<file path="config.mk">
export PLATFORM = sky130hd
export DESIGN_NAME = branch_predictor
export DESIGN_NICKNAME = d
export VERILOG_FILES = /design/src/rtl/branch_predictor.sv
export SDC_FILE = /design/constraint.sdc
export NUM_CORES = 1
export LEC_CHECK = 0
export CORE_MARGIN = 1
export CORE_UTILIZATION = 45
export DETAILED_ROUTE_END_ITERATION = 7
export HOLD_SLACK_MARGIN = 0.02
export PLACE_DENSITY = 0.71
export SYNTH_ARGS = -nofsm -noshare
export SYNTH_HDL_FRONTEND = slang
export SYNTH_SLANG_ARGS = --single-unit
</file>
<file path="constraint.sdc">
create_clock -name clk -period 3.1 [get_ports clk]
set_input_delay 0.31 -clock clk [delete_from_list [all_inputs] [get_ports clk]]
set_output_delay 0.31 -clock clk [all_outputs]
set_load 0.02 [all_outputs]
</file>
<file path="src/rtl/branch_predictor.sv">
// Branch target buffer with a 2-bit saturating direction counter per entry.
// Lookup is a combinational read of the table; training happens on the edge after a resolved branch.
module branch_predictor #(
  parameter int ADDR_WIDTH  = 16,
  parameter int INDEX_BITS  = 4,
  parameter int COUNT_WIDTH = 16
) (
  input  logic                   clk,
  input  logic                   reset,
  input  logic [ADDR_WIDTH-1:0]  lookup_pc,
  output logic                   take_branch,
  output logic [ADDR_WIDTH-1:0]  branch_predict,
  input  logic                   update_valid,
  input  logic [ADDR_WIDTH-1:0]  update_pc,
  input  logic                   update_taken,
  input  logic [ADDR_WIDTH-1:0]  update_target,
  input  logic                   update_pred_taken,
  input  logic [ADDR_WIDTH-1:0]  update_pred_target,
  input  logic                   invalidate,
  output logic [COUNT_WIDTH-1:0] branch_count,
  output logic [COUNT_WIDTH-1:0] mispredict_count
);

  localparam int ENTRIES = 1 << INDEX_BITS;
  localparam int TAG_W   = ADDR_WIDTH - INDEX_BITS - 1;

  logic [ENTRIES-1:0]    valid_q;
  logic [TAG_W-1:0]      tag_q    [ENTRIES];
  logic [ADDR_WIDTH-1:0] target_q [ENTRIES];
  logic [1:0]            ctr_q    [ENTRIES];

  function automatic logic [1:0] ctr_inc(input logic [1:0] c);
    return (c == 2'd3) ? c : c + 2'd1;
  endfunction

  function automatic logic [1:0] ctr_dec(input logic [1:0] c);
    return (c == 2'd0) ? c : c - 2'd1;
  endfunction

  function automatic logic [COUNT_WIDTH-1:0] count_inc(input logic [COUNT_WIDTH-1:0] c);
    return (&c) ? c : c + {{(COUNT_WIDTH-1){1'b0}}, 1'b1};
  endfunction

  // Bit 0 of every PC is always zero (halfword-aligned) and carries no information.
  logic unused_pc_lsb;
  assign unused_pc_lsb = lookup_pc[0] ^ update_pc[0];

  logic [INDEX_BITS-1:0] lk_idx;
  logic [TAG_W-1:0]      lk_tag;
  logic                  lk_hit;

  assign lk_idx = lookup_pc[INDEX_BITS:1];
  assign lk_tag = lookup_pc[ADDR_WIDTH-1:INDEX_BITS+1];
  assign lk_hit = valid_q[lk_idx] && (tag_q[lk_idx] == lk_tag);

  assign take_branch    = lk_hit & ctr_q[lk_idx][1];
  assign branch_predict = lk_hit ? target_q[lk_idx] : '0;

  logic [INDEX_BITS-1:0] up_idx;
  logic [TAG_W-1:0]      up_tag;
  logic                  up_hit;
  logic                  mispredict;
  logic                  up_write_data;

  assign up_idx = update_pc[INDEX_BITS:1];
  assign up_tag = update_pc[ADDR_WIDTH-1:INDEX_BITS+1];
  assign up_hit = valid_q[up_idx] && (tag_q[up_idx] == up_tag);

  // A target mismatch only counts when both the prediction and the outcome were taken.
  assign mispredict = (update_pred_taken != update_taken) ||
                      (update_taken && update_pred_taken && (update_pred_target != update_target));

  // Taken updates either refresh a hit's target or allocate over whatever occupies the index.
  assign up_write_data = update_valid && update_taken && !invalidate && !reset;

  always_ff @(posedge clk) begin
    if (reset) begin
      valid_q          <= '0;
      branch_count     <= '0;
      mispredict_count <= '0;
      for (int i = 0; i < ENTRIES; i++) ctr_q[i] <= 2'd1;
    end else begin
      if (update_valid) begin
        branch_count <= count_inc(branch_count);
        if (mispredict) mispredict_count <= count_inc(mispredict_count);
      end
      if (invalidate) begin
        valid_q <= '0;
      end else if (update_valid) begin
        if (up_hit) begin
          ctr_q[up_idx] <= update_taken ? ctr_inc(ctr_q[up_idx]) : ctr_dec(ctr_q[up_idx]);
        end else if (update_taken) begin
          valid_q[up_idx] <= 1'b1;
          ctr_q[up_idx]   <= 2'd2;
        end
      end
    end
  end

  always_ff @(posedge clk) begin
    if (up_write_data) begin
      tag_q[up_idx]    <= up_tag;
      target_q[up_idx] <= update_target;
    end
  end

endmodule

</file>
-- Yosys cells after proc, flatten, opt, wreduce, memory -nomap -nowiden
Memories as Yosys holds them, arrays and structs flattened.
Cells that the tools add are included.
- logic and storage cells: 72
- output and inout bits: 49
- bits in writable memories: 464
- register bits after elaboration: 48
- memories: 3
- input port bits: 70
- eq/ne operators: 5
- bitwise operators: 6
- muxes and demuxes: 29
- $add $sub $neg: 4
- $lt $le $gt $ge: 3
- reduce and logical (&&, ||, !) cells: 19
- memory list (name ; depth ; width ; rd ports ; clocked after Yosys merged registers in ; write ports ; line ; text):
    target_q ; 16 ; 16 ; 1 ; 0 ; 1 ; 29 ; logic [ADDR_WIDTH-1:0] target_q [ENTRIES];
    tag_q ; 16 ; 11 ; 2 ; 0 ; 1 ; 28 ; logic [TAG_W-1:0] tag_q [ENTRIES];
    ctr_q ; 16 ; 2 ; 2 ; 0 ; 16 ; 30 ; logic [1:0] ctr_q [ENTRIES];
- operators with widths (kind ; number):
    $add A16 B1 Y16 const B ; 2
    $reduce_and A16 Y1 ; 2
    $eq A11 B11 Y1 ; 2
    $mux W1 ; 19
    $mux W16 ; 1
    $ne A16 B16 Y1 ; 1
    $or A16 B16 Y16 ; 1
    $lt A4 B5 Y1 const B ; 2
    $mux W2 ; 5
    $bmux W1 S4 ; 2
    $logic_and A1 B1 Y1 ; 8
    $reduce_and A3 Y1 ; 2
    $demux W1 S4 ; 1
    $ge A4 B1 Y1 const B ; 1
    $mux W4 ; 1
    $reduce_or A2 Y1 ; 2
    $not A1 Y1 ; 3
    $add A2 B1 Y2 const B ; 1
    $eq A2 B2 Y1 const B ; 1
    $logic_not A1 Y1 ; 2
    $logic_not A2 Y1 ; 1
    $reduce_and A2 Y1 ; 1
    $sub A2 B1 Y2 const B ; 1
    $and A1 B1 Y1 ; 1
    other kinds (3) ; 3

-- Depth between registers and ports, before layout
Gate-level depths: netlist (run 1).
- word-level depth: 11
- mapped depth: 14

-- Least setup slack after synthesis (run 1)
No wires, ideal clock.
- path kind: input -> output
- start point: input lookup_pc[1]
- end point: output branch_predict[10]
- stages on the path: 12
- required time: 2.790 ns
- arrival: 3.070 ns
- buffers on the path: 5
- setup slack: -0.280 ns
- cells stage by stage: buf_2 buf_2 buf_4 mux4_2 a211oi_1 a21oi_1 xnor2_1 nand4_1 or3_1 clkbuf_1 buf_2 nor2b_1
- longest elaborated chain between the ends: 4
- RTL lines (element ; line ; text):
    start: declaration ; 10 ; input logic [ADDR_WIDTH-1:0] lookup_pc,
    $mem_v2 Z16 W11 / $bmux W1 S4 (equally long branches) ; - ;
    $eq A11 B11 Y1 / $mux W1 (equally long branches) ; 54 ; assign lk_hit = valid_q[lk_idx] && (tag_q[lk_idx] == lk_tag);
    $logic_and A1 B1 Y1 ; 54 ;
    $mux W16 (*) ; 57 ; assign branch_predict = lk_hit ? target_q[lk_idx] : '0;
    end: declaration ; 12 ; output logic [ADDR_WIDTH-1:0] branch_predict,
Every way passes the cells marked *; elsewhere a longest branch is shown, timed or not. The select of a mux whose other input is x is not followed.

==> run summary, run 1 <==
result of the run: complete, but fails checks
failing checks: setup timing
via count: 13980
Max-Cap Viols: 0
Die Y: 227.5 um
cell with the most instances after synthesis: edfxtp_1
H-tree depth: 2
top cell type's share of synthesized area: 60.88%
share of layout cells above drive strength 1: 35.52%
CTS tree: built
Setup Skew: 42.86 ps
Synth Register Bits: 512
CTS Root Cell: clkbuf_16
Fmax: 281.2 MHz
hold_buf cts: 0
largest net degree at the start of global routing: 61
gr usage total: 23.94%
WL/cell: 26.20 um
period utilisation layout: 114.7%
Min Hold Slack: 230.3 ps
Min-Delay Endpoint: valid_q[5]$_SDFFE_PP0P_
Routed Antenna Nets: 0
Seq/Total Area, Yosys: 65.08%
CTS Buf Count: 52
CP Capture Type: output port
clock network fraction of design power: 42.4%
ys flop type: edfxtp_1
ANT cells: 0
Final HPWL DP: 37830 um
fill count: 3773
die area: 51770 um2
P&R area growth vs syn: 25.38%
fraction of registers with async set/reset: 0%
unrepaired setup endpoints after global routing: true
cell taking the most area after synthesis: edfxtp_1
Max-Slew Margin vs Limit: 41.80%
Final setup viols: 21
crit-path max FO: 9
Hold Crit Depth: 5
post-synthesis cell type count: 70
net load switching power: 3.385 mW
Arr. time, crit path: 3250 ps
gr ovfl total: 0
VDD IR max: 0.5206 mV
Worst-Margin Slew: 873.0 ps
total core area: 50170 um2
Synth Instances: 1293
Tmin final: 3557 ps
syn_nets: 1366
Hold Crit Start: reset
FF-to-FF End: ctr_q[1][0]$_SDFFCE_PN1P_
r2r setup slk: -10 ps
Final Util: 57.19%
Leak Pwr: 9.535 nW
Sw Ratio: 21.89%
port bufs: 116
pwr/cell area: 538.8 nW/um2
Final Worst Setup Slack: -456.7 ps
initial DRC count: 1523
Post-Route WL: 60400 um
Initial Utilization: 45.62%
routed vias/inst: 6.064
Worst setup SP type: flip-flop
Reg2Reg Depth: 10
cell area after synthesis: 22890 um2
Hold Violations, Final: 0
combinational fraction of design power: 8.5%
worst setup path class: flip-flop to output port
synth top area cells: edfxtp_1 61%, mux4_2 17%, dfxtp_1 4.2%
Reg power frac: 49.1%
fin nets: 1665
std cell rows: 82
drc violations: 0
Layout Cells excl Fill: 2305
Worst EP required: 2790 ps
io pins: 119
EDFF count, synth: 464
clock sink total: 512
Pins Over Slew Limit: 0
clk_lat worst skew: 640 ps
first-pass GRT wire length: 89760 um
Reg-to-Reg Start: tag_q[14][5]$_DFFE_PP_
Final GP Congestion: 0.9007
Die Wd: 227.5 um
number of global-route vias before repair: 14190
antenna violations before repair: 0
number of iterations in the first detailed-routing pass: 6
clock slew at reported path FFs: 60 ps
min-delay worst type: input port to flip-flop
Total Power: 15.46 mW
CTS max path bufs: 3
Placed Instances: 2206
Synth top cells by count: 464 x edfxtp_1, 170 x mux4_2, 79 x nor2_1
Syn Area/Cell: 17.70 um2
number of synthesis warnings: 0
P_int: 12.08 mW
worst max-delay path, cell delays in order (launching register included):
cell	delay, ps
edfxtp_1	410
mux4_2	470
mux4_2	510
xnor2_2	170
buf_4	150
nand4_1	90
or3_4	380
buf_12	180
nor2b_2	140
buf_6	130
power groups by stage:
stage                     sequential [mW]  combinational (mW)  clock [mW]
after floorplan                      7.74               0.689           0
after global placement               7.73                1.24           0
after detailed placement             7.74                1.26           0
after CTS                            7.59                1.28        6.65
after global routing                 7.59                1.39        6.89
final                                7.59                1.31        6.56
metrics by stage:
step	instance area, um2	setup TNS [ps]	worst slack [ps]
after floorplan	23000	0	42.12
after global placement	26560	-38340	-722.3
after detailed placement	26560	-41530	-709.7
after CTS	28490	-9523	-659.7
after global routing	28700	-12530	-561.8
final	28700	-7278	-456.7
placed cells by master (no fill, tap or decap), types with 13 or more instances in the layout:
cell type / n
nand3_1: 19
mux4_2: 171
mux2i_1: 41
xor2_1: 25
nor2b_1: 17
nor2_1: 63
buf_4: 179
clkbuf_16: 54
nor2_4: 16
nand4_1: 22
buf_6: 16
mux2_2: 13
xnor2_1: 35
edfxtp_1: 464
buf_12: 33
nand2_1: 46
o21ai_0: 15
clkdlybuf4s50_1: 91
nor2b_4: 13
dfxtp_1: 48
a31oi_1: 16
state kept, by name, indices dropped and copies added, names as in the netlist:
signal / cells
target_q: 256
valid_q: 16
mispredict_count: 16
tag_q: 176
branch_count: 16
ctr_q: 32
timing repair:
item / in CTS / in global routing
setup buffers: 1 / 1
resized for setup: 112 / 35
setup endpoints to repair: 65 / 66
cloned: 1 / 2
pin swaps: 4 / 4
per-layer routing:
layer	up-vias	track usage (%)	wire length (um)
li1	5890	-	-
met1	7192	33.29	24330
met2	784	38.58	28890
met3	111	3.614	5190
met4	0	8.530	1990
met5	-	0	0
cell families (layout without fill, tap and decap cells):
family / count (synthesis) / in the layout / share of synthesized area [%]
XOR/XNOR: 61 / 61 / 2.334
AND/OR/NAND/NOR: 271 / 271 / 6.232
buffers and inverters: 84 / 424 / 1.995
multiplexers: 235 / 235 / 20.22
flip-flops: 512 / 512 / 65.08
adder cells (fa/ha/maj): 3 / 3 / 0.1640
AO/OA/AOI/OAI: 127 / 127 / 3.980
worst max-delay path by stage:
stage	startpoint	cells past startpoint	endpoint	slack, ps
2_1_floorplan	lookup_pc[2]	9	take_branch	40
3_3_place_gp	lookup_pc[1]	10	branch_predict[15]	-720
3_5_place_dp	lookup_pc[1]	11	branch_predict[2]	-710
4_1_cts	tag_q[12][3]$_DFFE_PP_	10	take_branch	-660
5_1_grt	tag_q[12][3]$_DFFE_PP_	9	branch_predict[3]	-560
6_report	tag_q[12][3]$_DFFE_PP_	9	branch_predict[3]	-460
cell type report:
| type | count | area, um2 | share of cell area (%) |
|---|---|---|---|
| clock buffers | 64 | 1376 | 4.796 |
| multi-input cells | 697 | 7963 | 27.75 |
| inverters | 3 | 11.26 | 0.03924 |
| clock inverters | 31 | 430.4 | 1.500 |
| repair buffers | 326 | 3179 | 11.08 |
| flip-flops and latches | 512 | 14890 | 51.91 |
| well taps | 672 | 840.8 | 2.930 |
Note: power is estimated with default switching activity, not from simulation.
==> inputs of run 2 (changes only) <==
--- a/config.mk
+++ b/config.mk
@@ -5,8 +5,10 @@
 export SDC_FILE = /design/constraint.sdc
 export NUM_CORES = 1
 export LEC_CHECK = 0
+export CORE_ASPECT_RATIO = 0.9
 export CORE_MARGIN = 1
 export CORE_UTILIZATION = 45
+export CTS_CLUSTER_DIAMETER = 100
 export DETAILED_ROUTE_END_ITERATION = 7
 export HOLD_SLACK_MARGIN = 0.02
 export PLACE_DENSITY = 0.71
==> run 2 against run 1 <==
  * Critical path type unchanged
  * The flow finishes with violations (DRC, setup timing)
  * Maximum frequency decreased by 2.1%
  * Setup slack lost 78 ps
  * Final cell count hardly changed
  * Utilization shrank 0.11 points
==> run summary, run 2 (synthesized netlist as in run 1, its figures left out) <==
net load switching power: 3.348 mW (-1.1%)
CTS tree: built
Worst setup SP type: flip-flop
drc violations: 2 (+2)
Fmax: 275.1 MHz (-2.1%)
Placed Instances: 2201 (-0.23%)
Largest regs: target_q (256), tag_q (176), ctr_q (32)
most common cell after layout, fill and taps aside: edfxtp_1
period utilisation layout: 117.2% (+2.5 points)
Max-Slew Margin vs Limit: 43.60% (+1.8 points)
pwr/cell area: 527.6 nW/um2 (-2.1%)
CP Capture Type: output port
number of flip-flops in the largest register: 256 (unchanged)
fin nets: 1661 (-0.24%)
number of iterations in the first detailed-routing pass: 8 (+2)
Arr. time, crit path: 3320 ps (+70 ps)
Sw Ratio: 22.11% (+0.22 points)
Hold Violations, Final: 0 (unchanged)
min-delay worst type: input port to flip-flop
Tmin final: 3634 ps (+77.79 ps)
largest net degree at the start of global routing: 65 (+6.6%)
CTS Root Cell: clkbuf_16
Routed Antenna Nets: 0 (unchanged)
Final GP Congestion: 0.9021 (+0.16%)
number of global-route vias before repair: 14090 (-0.67%)
clk_lat worst skew: 620 ps (-20 ps)
std cell rows: 78 (-4.9%)
P&R area growth vs syn: 25.36% (about the same)
gr ovfl total: 0 (unchanged)
Reg power frac: 50.2% (+1.1 points)
clock slew at reported path FFs: 60 ps (about the same)
Total Power: 15.14 mW (-2.1%)
Layout Cells excl Fill: 2307 (+0.087%)
gr usage total: 24.26% (+0.32 points)
worst path cell trace: mux4_2, mux4_2, xnor2_2, nand4_1, or3_4, buf_6, buf_6, nor2b_1, buf_4
initial DRC count: 1580 (+3.7%)
total core area: 50260 um2 (+0.18%)
port bufs: 116 (unchanged)
P_int: 11.79 mW (-2.4%)
clock sink total: 512 (unchanged)
Setup Skew: 15.47 ps (-27.39 ps)
crit-path max FO: 4 (-5)
antenna violations before repair: 1 (+1)
ANT cells: 0 (unchanged)
routed vias/inst: 5.999 (-1.1%)
CP max stage cell: mux4_2
CTS max path bufs: 3 (unchanged)
combinational fraction of design power: 8.8% (+0.3 points)
Worst-Margin Slew: 834.6 ps (-38.44 ps)
unrepaired setup endpoints after global routing: true
CTS Buf Count: 52 (unchanged)
result of the run: complete, but fails checks
Die Wd: 239.7 um (+5.4%)
Final HPWL DP: 39060 um (+3.2%)
clock network fraction of design power: 41.1% (-1.3 points)
WL/cell: 26.70 um (+1.9%)
io pins: 119 (unchanged)
failing checks: DRC, setup timing
Initial Utilization: 45.54% (-0.082 points)
commonest non-fill, non-tap cells in the layout: 464 x edfxtp_1, 172 x mux4_2, 165 x buf_4
Die Y: 216.0 um (-5.1%)
H-tree depth: 2 (unchanged)
Final Worst Setup Slack: -534.4 ps (-77.79 ps)
Pins Over Slew Limit: 0 (unchanged)
VDD IR max: 0.4135 mV (-21%)
pre-CTS setup slack: -950.1 ps (-240.3 ps)
crit-path max cell delay: 510 ps (about the same)
first-pass GRT wire length: 91230 um (+1.6%)
worst setup path class: flip-flop to output port
Worst EP required: 2790 ps (about the same)
Min Hold Slack: 282.2 ps (+51.84 ps)
die area: 51770 um2 (about the same)
Largest Register: target_q
share of layout cells above drive strength 1: 35.53% (about the same)
Leak Pwr: 9.497 nW (-0.40%)
via count: 13840 (-0.98%)
Final setup viols: 84 (+300%)
Post-Route WL: 61600 um (+2.0%)
Max-Cap Viols: 0 (unchanged)
==> run 2: cell types whose count changed in the layout (fill, tap and decap cells not counted), sizes merged <==
cell	change
clkinv	-4
bufinv	-3
clkinvlp	+2
clkbuf	-2
buf	-2
inv	+3
==> run 2: area by class of cell <==
type                       instances  area [um2]
clock buffer                      64        1366
clock inverter                    29       314.1
fill                            3717       21570
inverter                           3       15.01
multi-input combinational        697        8038
sequential                       512       14890
tap                              680       850.8
timing repair buffer             322        3213
==> run 2: what timing repair did <==
item	4_1_cts	5_1_grt
pin swaps	13	7
gates cloned	4	0
gates resized for setup	149	31
buffers inserted	9	4
hold buffers	0	0
endpoints found under the hold margin	0	0
endpoints found under the setup margin	88	95
==> run 2: critical path: cells and delay by family (launching register included) <==
family / cells / cell delay [ps]
xor+xnor: 1 / 140
buf+inv: 3 / 430
flops: 1 / 420
mux: 2 / 980
simple gates: 3 / 730
==> run 2: worst paths after layout <==
check	endpoint	cells after the start	slack, ps	startpoint
worst min-delay path	valid_q[12]$_SDFFE_PP0P_	5	280	reset
worst min register to register	valid_q[12]$_SDFFE_PP0P_	2	460	valid_q[12]$_SDFFE_PP0P_
worst max register to register	ctr_q[1][0]$_SDFFCE_PN1P_	9	-140	tag_q[4][8]$_DFFE_PP_
worst max-delay path	branch_predict[0]	9	-530	tag_q[10][3]$_DFFE_PP_
==> run 2: per-stage QoR <==
step / instance area (um2) / setup TNS (ps) / utilization (%)
2_1_floorplan: 23000 / 0 / -
3_3_place_gp: 26490 / -44190 / 52.70
3_5_place_dp: 26490 / -46760 / 52.70
4_1_cts: 28550 / -18600 / 56.81
5_1_grt: 28690 / -20150 / 57.08
6_report: 28690 / -13870 / 57.08
==> run 2: layer usage <==
metal,routed length (um),GRT usage [%],part of all wire [%],up-vias
met5,13,0,0.021,-
met3,4919,5.769,8.0,116
met1,25380,33.55,41,7212
li1,-,-,-,5909
met2,29590,38.16,48,601
met4,1692,7.393,2.7,2
==> run 2: power groups by stage <==
stage | Combinational (mW) | Clock [mW] | Sequential, mW
6_report | 1.33 | 6.22 | 7.59
5_1_grt | 1.40 | 6.55 | 7.60
4_1_cts | 1.30 | 6.30 | 7.59
3_5_place_dp | 1.25 | 0 | 7.74
3_3_place_gp | 1.24 | 0 | 7.74
2_1_floorplan | 0.689 | 0 | 7.74
==> inputs of run 3 (changes only) <==
--- a/config.mk
+++ b/config.mk
@@ -7,11 +7,12 @@
 export LEC_CHECK = 0
 export CORE_ASPECT_RATIO = 0.9
 export CORE_MARGIN = 1
-export CORE_UTILIZATION = 45
+export CORE_UTILIZATION = 54
 export CTS_CLUSTER_DIAMETER = 100
 export DETAILED_ROUTE_END_ITERATION = 7
+export GPL_TIMING_DRIVEN = 1
 export HOLD_SLACK_MARGIN = 0.02
-export PLACE_DENSITY = 0.71
+export PLACE_DENSITY = 0.82
 export SYNTH_ARGS = -nofsm -noshare
 export SYNTH_HDL_FRONTEND = slang
 export SYNTH_SLANG_ARGS = --single-unit
==> run 3 against run 2 <==
  * The flow finishes with violations (setup timing)
  * Maximum frequency shrank 1.1%
  * Critical path depth shrank 1
  * Critical endpoint is now branch_predict[14]
  * Total power shrank 1.2%
  * Final cell count shrank 4.8%
  * Worst hold slack lost 3.6 ps
  * Critical path type unchanged
  * Largest cell class unchanged
  * Global-route usage grew 5.6 points
  * Largest power group unchanged
  * Combinational power grew 3%
==> run summary, run 3 (synthesized netlist as in run 1, its figures left out) <==
result of the run: complete, but fails checks
failing checks: setup timing
Post-Route WL: 63860 um (+3.7%)
clk_lat worst skew: 590 ps (-30 ps)
number of global-route vias before repair: 14630 (+3.8%)
Worst EP required: 2790 ps (about the same)
r2r setup slk: -230 ps (-90 ps)
hold_buf cts: 0 (unchanged)
Reg2Reg Depth: 10 (+1)
unrepaired setup endpoints after global routing: true
worst setup path class: flip-flop to output port
drc violations: 0 (-2)
first-pass GRT wire length: 93110 um (+2.1%)
CTS Root Cell: clkbuf_16
share of layout cells above drive strength 1: 37.05% (+1.5 points)
fin nets: 1681 (+1.2%)
gr ovfl total: 0 (unchanged)
Setup Skew: 20.21 ps (+4.734 ps)
Final GP Congestion: 0.9009 (-0.13%)
WL/cell: 29.08 um (+8.9%)
CTS Buf Count: 51 (-1.9%)
largest net degree at the start of global routing: 50 (-23%)
VDD IR max: 0.3931 mV (-4.9%)
Reg-to-Reg Start: tag_q[7][3]$_DFFE_PP_
total core area: 41750 um2 (-17%)
Total Power: 14.95 mW (-1.2%)
routed vias/inst: 6.624 (+10%)
Max-Slew Margin vs Limit: 42.93% (-0.67 points)
die area: 43210 um2 (-17%)
Largest regs: target_q (256), tag_q (176), ctr_q (32)
Pins Over Slew Limit: 0 (unchanged)
DR WL met2: 31180 um (+5.3%)
commonest non-fill, non-tap cells in the layout: 464 x edfxtp_1, 189 x buf_4, 172 x mux4_2
clock slew at reported path FFs: 60 ps (about the same)
min-delay worst type: input port to flip-flop
gr usage total: 29.84% (+5.6 points)
top routing layer used: met4
Worst setup SP type: flip-flop
number of iterations in the first detailed-routing pass: 6 (-2)
H-tree depth: 2 (unchanged)
io pins: 119 (unchanged)
CTS tree: built
Final setup viols: 82 (-2.4%)
antenna violations before repair: 0 (-1)
Min-Delay Endpoint: valid_q[4]$_SDFFE_PP0P_
Hold Crit Start: reset
Fmax: 272.0 MHz (-1.1%)
initial DRC count: 1722 (+9.0%)
Hold Violations, Final: 0 (unchanged)
number of flip-flops in the largest register: 256 (unchanged)
std cell rows: 71 (-9.0%)
setup TNS: -18910 ps (-5038 ps)
Final HPWL DP: 39580 um (+1.3%)
Die Wd: 219.0 um (-8.6%)
Max-Cap Viols: 0 (unchanged)
Leak Pwr: 9.586 nW (+0.95%)
Worst-Margin Slew: 844.6 ps (+9.955 ps)
Routed Antenna Nets: 0 (unchanged)
pwr/cell area: 521.6 nW/um2 (-1.1%)
Arr. time, crit path: 3370 ps (+50 ps)
FF-to-FF End: ctr_q[2][1]$_SDFFCE_PN0P_
Hold Crit Depth: 5 (unchanged)
Largest Register: target_q
port bufs: 116 (unchanged)
clock sink total: 512 (unchanged)
P&R area growth vs syn: 25.25% (about the same)
Final Worst Setup Slack: -576.5 ps (-42.10 ps)
crit-path max FO: 7 (+3)
CP Capture Type: output port
Initial Utilization: 54.82% (+9.3 points)
most common cell after layout, fill and taps aside: edfxtp_1
met1 wire length: 23820 um (-6.1%)
CTS max path bufs: 3 (unchanged)
period utilisation layout: 118.6% (+1.4 points)
WL met3: 6242 um (+27%)
pre-CTS setup slack: -880.9 ps (+69.15 ps)
Tmin final: 3677 ps (+42.10 ps)
Die Y: 197.3 um (-8.6%)
via count: 14550 (+5.1%)
ANT cells: 0 (unchanged)
-- run 3: changes by cell type in the layout (fill, tap and decap cells not counted), moves of 7 or more --
cell	previous run	this run
buf_4	165	189
o21ai_2	6	15
buf_12	35	27
o21ai_1	13	5
a31oi_1	11	4
a31oi_4	5	12
clkinv_1	6	13
-- run 3: where the power goes --
group | total [mW] | switching [mW] | leakage, nW | internal (mW)
Clock | 5.99 | 2.58 | 0.786 | 3.41
Combinational | 1.37 | 0.702 | 4.20 | 0.666
Sequential | 7.60 | 0.0257 | 4.60 | 7.57
-- run 3: metrics by stage --
step	hold WS [ps]	util [%]	cell area, um2	cells
CTS	238.7	67.35	28120	2185
global placement	441.6	63.22	26390	2088
floorplan	408.9	-	23000	1293
detailed placement	454.9	63.22	26390	2088
finish	278.6	68.65	28670	2196
global route	311.2	68.65	28670	2196
-- run 3: routing by layer --
| layer | vias to the layer above | track usage [%] |
|---|---|---|
| li1 | 5930 | - |
| met1 | 7421 | 40.40 |
| met2 | 1016 | 48.32 |
| met3 | 180 | 5.127 |
| met4 | 0 | 12.35 |
| met5 | - | 0 |
-- run 3: area by class of cell --
cell class	count	area [um2]
flip-flops and latches	512	14890
fillers	2554	13090
multi-input cells	697	8159
repair buffers	343	3312
clock buffers	68	1400
well taps	547	684.4
clock inverters	26	203.9
inverters	3	11.26
-- run 3: timing repair --
| action | CTS | global route |
|---|---|---|
| endpoints found under the setup margin | 72 | 97 |
| setup buffers | 2 | 8 |
| cloned | 1 | 4 |
| pin swaps | 10 | 12 |
| gates resized for setup | 114 | 83 |
| endpoints found under the hold margin | 0 | 0 |
-- run 3: worst max-delay path by stage --
stage / slack (ps) / start / cells past startpoint / end
floorplan: 40 / lookup_pc[2] / 9 / take_branch
global placement: -720 / lookup_pc[1] / 12 / branch_predict[2]
detailed placement: -880 / lookup_pc[1] / 13 / branch_predict[1]
CTS: -550 / tag_q[7][3]$_DFFE_PP_ / 8 / branch_predict[3]
global route: -640 / tag_q[1][5]$_DFFE_PP_ / 8 / branch_predict[11]
finish: -580 / tag_q[0][5]$_DFFE_PP_ / 8 / branch_predict[14]
-- run 3: worst max-delay path: stages (launching register included) --
cell and delay, ps:
edfxtp_1 430, mux4_2 490, mux4_2 500, xnor2_2 250
nand4_1 140, or3_4 510, buf_16 200, nor2b_4 130
buf_6 120
